**config.mk**
```make
export PLATFORM = sky130hd
export DESIGN_NAME = fp32_operand_framer
export DESIGN_NICKNAME = d
export VERILOG_FILES = /design/src/rtl/fp32_operand_framer.sv
export SDC_FILE = /design/constraint.sdc
export NUM_CORES = 1
export LEC_CHECK = 0
export CAP_MARGIN = 10
export CORE_ASPECT_RATIO = 0.9
export CORE_UTILIZATION = 43
export DETAILED_ROUTE_END_ITERATION = 8
export SYNTH_ARGS = -nofsm -noshare
export SYNTH_HDL_FRONTEND = slang
export SYNTH_SLANG_ARGS = --single-unit
```
**constraint.sdc**
```tcl
create_clock -name CLK_I -period 6.5 [get_ports CLK_I]
set_input_delay 1.3 -clock CLK_I [delete_from_list [all_inputs] [get_ports CLK_I]]
set_output_delay 1.3 -clock CLK_I [all_outputs]
set_load 0.03 [all_outputs]
```
**src/rtl/fp32_operand_framer.sv**
```systemverilog
// fp32_operand_framer: packs 12 UART bytes into a 96-bit {acc, bravo, alpha} frame on a valid/ready port.
module fp32_operand_framer #(
   parameter int TIMEOUT_CYCLES = 13020
) (
   input  logic        CLK_I,
   input  logic        RSTL_I,
   input  logic        BYTE_VALID_I,
   input  logic [7:0]  BYTE_DATA_I,
   output logic        FRAME_VALID_O,
   input  logic        FRAME_READY_I,
   output logic [95:0] FRAME_DATA_O,
   output logic        OVERRUN_O,
   output logic        TIMEOUT_O
);
   localparam int TW = $clog2(TIMEOUT_CYCLES);
   typedef enum logic [1:0] {ST_IDLE, ST_COLLECT, ST_PENDING} state_t;
   state_t        state_q, state_d;
   logic [3:0]    cnt_q, cnt_d;
   logic [TW-1:0] tmo_q, tmo_d;
   logic [95:0]   asm_q, asm_d, asm_ins;
   logic [95:0]   out_q, out_d;
   logic          vld_q, vld_d;
   logic          ovr_q, ovr_d;
   logic          tpls_q, tpls_d;
   logic          slot_free;
   always_comb begin
      slot_free = !vld_q || FRAME_READY_I;
      asm_ins   = asm_q;
      asm_ins[{cnt_q, 3'b000} +: 8] = BYTE_DATA_I;
      state_d   = state_q;
      cnt_d     = cnt_q;
      tmo_d     = tmo_q;
      asm_d     = asm_q;
      out_d     = out_q;
      vld_d     = vld_q && !FRAME_READY_I;
      ovr_d     = 1'b0;
      tpls_d    = 1'b0;
      case (state_q)
         ST_PENDING: begin
            // a byte here is dropped even if the slot frees this cycle
            ovr_d = BYTE_VALID_I;
            if (slot_free) begin
               out_d   = asm_q;
               vld_d   = 1'b1;
               cnt_d   = 4'd0;
               state_d = ST_IDLE;
            end
         end
         default: begin
            if (BYTE_VALID_I && cnt_q == 4'd11) begin
               if (slot_free) begin
                  out_d   = asm_ins;
                  vld_d   = 1'b1;
                  cnt_d   = 4'd0;
                  state_d = ST_IDLE;
               end else begin
                  asm_d   = asm_ins;
                  state_d = ST_PENDING;
               end
            end else if (BYTE_VALID_I) begin
               asm_d   = asm_ins;
               cnt_d   = cnt_q + 4'd1;
               tmo_d   = '0;
               state_d = ST_COLLECT;
            end else if (state_q == ST_COLLECT) begin
               if (tmo_q == TW'(TIMEOUT_CYCLES - 1)) begin
                  cnt_d   = 4'd0;
                  tmo_d   = '0;
                  tpls_d  = 1'b1;
                  state_d = ST_IDLE;
               end else begin
                  tmo_d = tmo_q + TW'(1);
               end
            end
         end
      endcase
   end
   always_ff @(posedge CLK_I) begin
      if (RSTL_I) begin
         state_q <= ST_IDLE;
         cnt_q   <= 4'd0;
         tmo_q   <= '0;
         asm_q   <= '0;
         out_q   <= '0;
         vld_q   <= 1'b0;
         ovr_q   <= 1'b0;
         tpls_q  <= 1'b0;
      end else begin
         state_q <= state_d;
         cnt_q   <= cnt_d;
         tmo_q   <= tmo_d;
         asm_q   <= asm_d;
         out_q   <= out_d;
         vld_q   <= vld_d;
         ovr_q   <= ovr_d;
         tpls_q  <= tpls_d;
      end
   end
   assign FRAME_VALID_O = vld_q;
   assign FRAME_DATA_O  = out_q;
   assign OVERRUN_O     = ovr_q;
   assign TIMEOUT_O     = tpls_q;
endmodule

```
==> results of run 1 <==
## through the flow
step	util (%)	hold WS [ps]	power, mW
5_1_grt	53.8	470	3.29
3_5_place_dp	50.0	447	1.84
6_report	53.8	454	3.16
2_1_floorplan	-	433	1.70
3_3_place_gp	50.0	439	1.84
4_1_cts	53.8	455	3.19
## cells by family after synthesis
family / Yosys count / synth area share, %
fa+ha+maj: 7 / 0.939
flops: 215 / 46.2
compound gates: 197 / 15.8
simple gates: 404 / 21.8
buf+inv: 83 / 3.88
mux: 96 / 10.5
xor+xnor: 10 / 0.939
## Yosys cell counts, types with 5 or more instances
cell / n
clkbuf_1: 48
a2bb2oi_1: 16
nor2_1: 161
dfxtp_1: 215
nor4_1: 6
nand3_1: 44
o21ai_0: 18
inv_1: 7
a311oi_1: 18
nand2b_1: 7
nor2b_1: 25
a31oi_1: 5
nand2_1: 71
and3_1: 5
xor2_1: 6
mux2i_1: 80
mux2_2: 16
nor2_2: 6
nor3_1: 6
and2_1: 44
buf_2: 14
a21oi_1: 41
buf_1: 6
ha_1: 7
a221o_1: 17
a211oi_1: 52
a22o_1: 16
## worst reg2reg max path, stage by stage (launching register included)
cell and delay [ps]:
dfxtp_1 760, inv_1 200, ha_1 380, xor2_1 680, nor2b_1 1050, nand3_1 170, a311oi_1 310
## state kept, by name (all words and copies together), names as in the netlist
register / flops
FRAME_VALID_O: 1
cnt_q: 4
TIMEOUT_O: 1
FRAME_DATA_O: 96
state_q: 2
asm_q: 96
tmo_q: 14
OVERRUN_O: 1
## how the worst max path moves through the flow
stage / startpoint / end / cells past startpoint
after floorplan: FRAME_READY_I / asm_q[24] / 5
after global placement: BYTE_VALID_I / FRAME_DATA_O[74] / 6
after detailed placement: BYTE_VALID_I / FRAME_DATA_O[92] / 6
after CTS: BYTE_VALID_I / FRAME_DATA_O[78] / 6
after global routing: BYTE_VALID_I / FRAME_DATA_O[92] / 6
final: BYTE_VALID_I / FRAME_DATA_O[92] / 6
## area by class of cell
class                           instances  area [sq um]  share of cell area, %
Timing Repair Buffer                  118          1160                   10.3
Clock inverter                          5          78.8                  0.698
Clock buffer                           37           708                   6.27
Multi-Input combinational cell        714          4670                   41.3
Inverter                                7          26.3                  0.233
Sequential cell                       215          4300                   38.1
Tap cell                              286           358                   3.17
## metal layers
metal,share of wire (%),up-vias
li1,-,3717
met1,50,3511
met2,44,164
met3,4.3,32
met4,1.7,0
met5,0,-
## power groups by stage
stage          Combinational (mW)  Sequential [mW]  Clock [mW]
2_1_floorplan               0.223             1.48           0
3_3_place_gp                0.417             1.42           0
3_5_place_dp                0.420             1.42           0
4_1_cts                     0.422             1.39        1.37
5_1_grt                     0.457             1.40        1.43
6_report                    0.419             1.39        1.35
==> flow_summary.yaml, run 1 <==
finish:
  instances_no_fill: 1382
  final_area_sq_um: 11300
  area_growth_pct: 21.2
  nets: 1098
  drive_gt1_share_pct: 8.21
  mostFrequentLayoutCell: "dfxtp_1"
  final_cell_mix: "dfxtp_1, nor2_1, clkdlybuf4s50_1"
  fillers: 1991
  n_antenna_cell: 0
clocking:
  insertion_delay_ps: 520
  cts_sinks: 215
  clk_pin_slew_ps: 60
  cts_buffer_depth: 3
  cts_hold_buf: 0
  ctsResizeCount: 0
  cts_setup_buffers: 0
  root_buffer: "clkbuf_16"
  h-tree-depth: 1
  cts_tree: "built"
  cts_buffers: 23
hold_path:
  worstHoldPathType: "flop to flop"
  hold_start: "asm_q[58]"
  worstHoldPathCells: 2
  min_to: "asm_q[58]"
die:
  fp.coreArea_sq_um: 21000
  fp.dieH_microns: 142
  die-area_sq_um: 22300
  initial_utilization_pct: 44.4
  rows: 50
  pin_count: 111
  die_w_microns: 157
routing:
  drt_iter0_markers: 442
  drc: 0
  firstDrtPassIters: 4
  vias_per_cell: 5.37
  routed_wl_mm: 23.9
  vias: 7424
  ant_nets: 0
  avgRoutedWirePerCell_microns: 17.3
timing:
  maxSlewHeadroom_pct: 16.9
  tightest_slew_ps: 1240
  fin_skew_ps: 23.6
  slew_violations: 0
  post-route-period-util_pct: 60.5
  rsz0062_at_grt: "false"
  setup_viol: 0
  max_freq_mhz: 254
  min_period_ps: 3930
  setup_slack_ps: 2570
  setup_tns_ps: 0
  hold_viol: 0
critical_path:
  reg2reg_from: "cnt_q[0]"
  reg2reg_slack_ps: 2870
  critPathTopFamily: "simple AND/OR/NAND/NOR gates"
  crit_required_ps: 6900
  slowest_stage: "o21a_4"
  path_cells: "clkdlybuf4s50_1 > and4b_1 > o21a_4 > nor2_1 > and2_1 > a221o_1"
  start_kind: "input pin"
  critPathKind: "input pin to flop"
  reg2reg_depth: 6
  cp_num_buf_inv: 1
  critPathMaxFanout: 86
  end_kind: "flop"
  slowest_delay_ps: 770
  arrival_ps: 4330
  reg2reg_to: "FRAME_DATA_O[46]"
flow_run:
  drv_cap: 0
grt:
  grt_max_degree: 87
  grtUsageMet1_pct: 31.7
  antenna_found_initial: 0
  grt_pass1_wl_mm: 38.4
  met2_usage_pct: 33.3
  top_usage_layer: "met2"
  grt_overflow_total: 0
  track_usage_pct: 21.7
  grt_pass1_vias: 6886
  use_met3_pct: 3.18
logic_synthesis:
  synth_top_area_cell: "dfxtp_1"
  ys_async_sr_fraction_pct: 0
  ys_seq_area_share_pct: 46.2
  synth_ff_type: "dfxtp_1"
  synth_edf_count: 0
  synth-seq-cells: 215
  syn_nets: 1031
  synth_area_sq_um: 9320
  syn-instance-count: 1012
  yosys_warnings: 0
  ys_top_cells_by_area: "dfxtp_1, mux2i_1, nor2_1"
  synth_area_per_cell_sq_um: 9.21
  synth_top_area_share_pct: 46.2
  synth.distinct_cells: 60
pwr:
  seqPwrFrac_pct: 44.1
  vdd_drop_max_uv: 157
  p_comb_share_pct: 13.3
  internal_power_mw: 2.33
  pwr-share-clk_pct: 42.6
  power.density_nw_per_um2: 280
  leakage_nw: 4.07
  p_switching_mw: 0.829
  sw_frac_of_total_pct: 26.2
place:
  dpl.hpwl_mm: 14.9
  placed_cells: 1340
  gp_congestion: 0.769
  postPlaceCellArea_sq_um: 10500
  dp_slack_ps: 2050
  port_buffers: 110
status:
  status: "finished, final reports clean"
Power figures use the tool's default switching activity.
==> inputs of run 2 (changes only) <==
clock period = 3.75 ns   (was 6.5 ns; I/O delays follow)
==> run 2 against run 1 <==
First-iteration DRC count up 0.45%. Via count increased by 1.8%. Sequential cell count did not move. Wire length is 3.0% higher. Critical path type is now flop to flop. Critical endpoint is now FRAME_DATA_O[48]. Largest cell class unchanged.
==> flow_summary.yaml, run 2 (synthesis results as in run 1) <==
clocking:
  insertion_delay_ps: 510
  cts_buffer_depth: 3
  clk_pin_slew_ps: 60
  cts_setup_buffers: 0
  h-tree-depth: 1
  cts_buffers: 23
  cts_sinks: 215
  root_buffer: "clkbuf_16"
  cts_tree: "built"
  ctsResizeCount: 0
  cts_hold_buf: 0
place:
  port_buffers: 110
  postPlaceCellArea_sq_um: 10700
  placed_cells: 1360
  gp_congestion: 0.807
  dpl.hpwl_mm: 15.9
routing:
  routed_wl_mm: 24.6
  vias_per_cell: 5.40
  avgRoutedWirePerCell_microns: 17.6
  ant_nets: 0
  firstDrtPassIters: 5
  drt_iter0_markers: 444
  drc: 0
  vias: 7560
timing:
  setup_viol: 0
  maxSlewHeadroom_pct: 33.7
  fin_skew_ps: 8.72
  max_freq_mhz: 355
  rsz0062_at_grt: "false"
  min_period_ps: 2820
  setup_tns_ps: 0
  hold_viol: 0
  timing.hold.ws_ps: 451
  post-route-period-util_pct: 75.2
  tightest_slew_ps: 992
  slew_violations: 0
pwr:
  leakage_nw: 4.16
  vdd_drop_max_uv: 295
  power.density_nw_per_um2: 477
die:
  fp.coreArea_sq_um: 21000
  rows: 50
  die-area_sq_um: 22300
  fp.dieH_microns: 142
  die_w_microns: 157
  initial_utilization_pct: 44.4
  pin_count: 111
critical_path:
  arrival_ps: 3170
  critPathMaxFanout: 11
  end_kind: "flop"
  critPathKind: "flop to flop"
  crit_required_ps: 4100
  start_kind: "flop"
grt:
  grt_max_degree: 129
  track_usage_pct: 22.4
  grt_overflow_total: 0
  grt_pass1_wl_mm: 39.9
  grt_pass1_vias: 7202
  antenna_found_initial: 0
finish:
  final_area_sq_um: 11400
  nets: 1118
  drive_gt1_share_pct: 9.61
  n_antenna_cell: 0
  area_growth_pct: 22.6
  instances_no_fill: 1399
  mostFrequentLayoutCell: "dfxtp_1"
  final_cell_mix: "dfxtp_1, nor2_1, clkdlybuf4s50_1"
hold_path:
  worstHoldPathType: "flop to flop"
status:
  status: "finished, final reports clean"
flow_run:
  drv_cap: 0
## run 2: power breakdown
group          switching [mW]  internal, mW
registers              0.0490          2.36
clock network           0.897          1.38
logic                   0.493         0.267
## run 2: routing by layer
metal	global-route usage (%)	part of all wire, %	wire length, microns
met5	0	0	0
met1	32.3	49	12000
met4	4.96	1.9	456
met2	35.5	45	11100
met3	2.99	4.0	987
## run 2: final timing paths
path,startpoint,endpoint,slack [ps],cells after the start
worst max-delay path,cnt_q[1],FRAME_DATA_O[48],930,7
worst min-delay path,asm_q[46],asm_q[46],450,2
worst max register to register,cnt_q[1],FRAME_DATA_O[48],930,7
worst min register to register,asm_q[46],asm_q[46],450,2
## run 2: worst max-delay path: stages (launching register included)
cell,delay (ps)
dfxtp_1,560
inv_1,140
ha_1,630
nand2b_1,290
nor2_1,190
nand2_1,400
mux2i_1,340
a211oi_1,100
## run 2: area by class of cell
type | count | area (sq um)
inverter | 7 | 26.3
timing repair buffer | 138 | 1320
clock buffer | 35 | 681
tap | 286 | 358
fill | 2004 | 9590
clock inverter | 4 | 73.8
multi-input combinational | 714 | 4670
sequential | 215 | 4300
## run 2: per-stage QoR
stage	utilization, %	total power, mW	worst slack, ps
after CTS	54.4	5.49	978
after global routing	54.4	5.64	700
after global placement	50.8	3.22	769
after detailed placement	50.8	3.22	689
final	54.4	5.45	930
after floorplan	-	2.95	1450
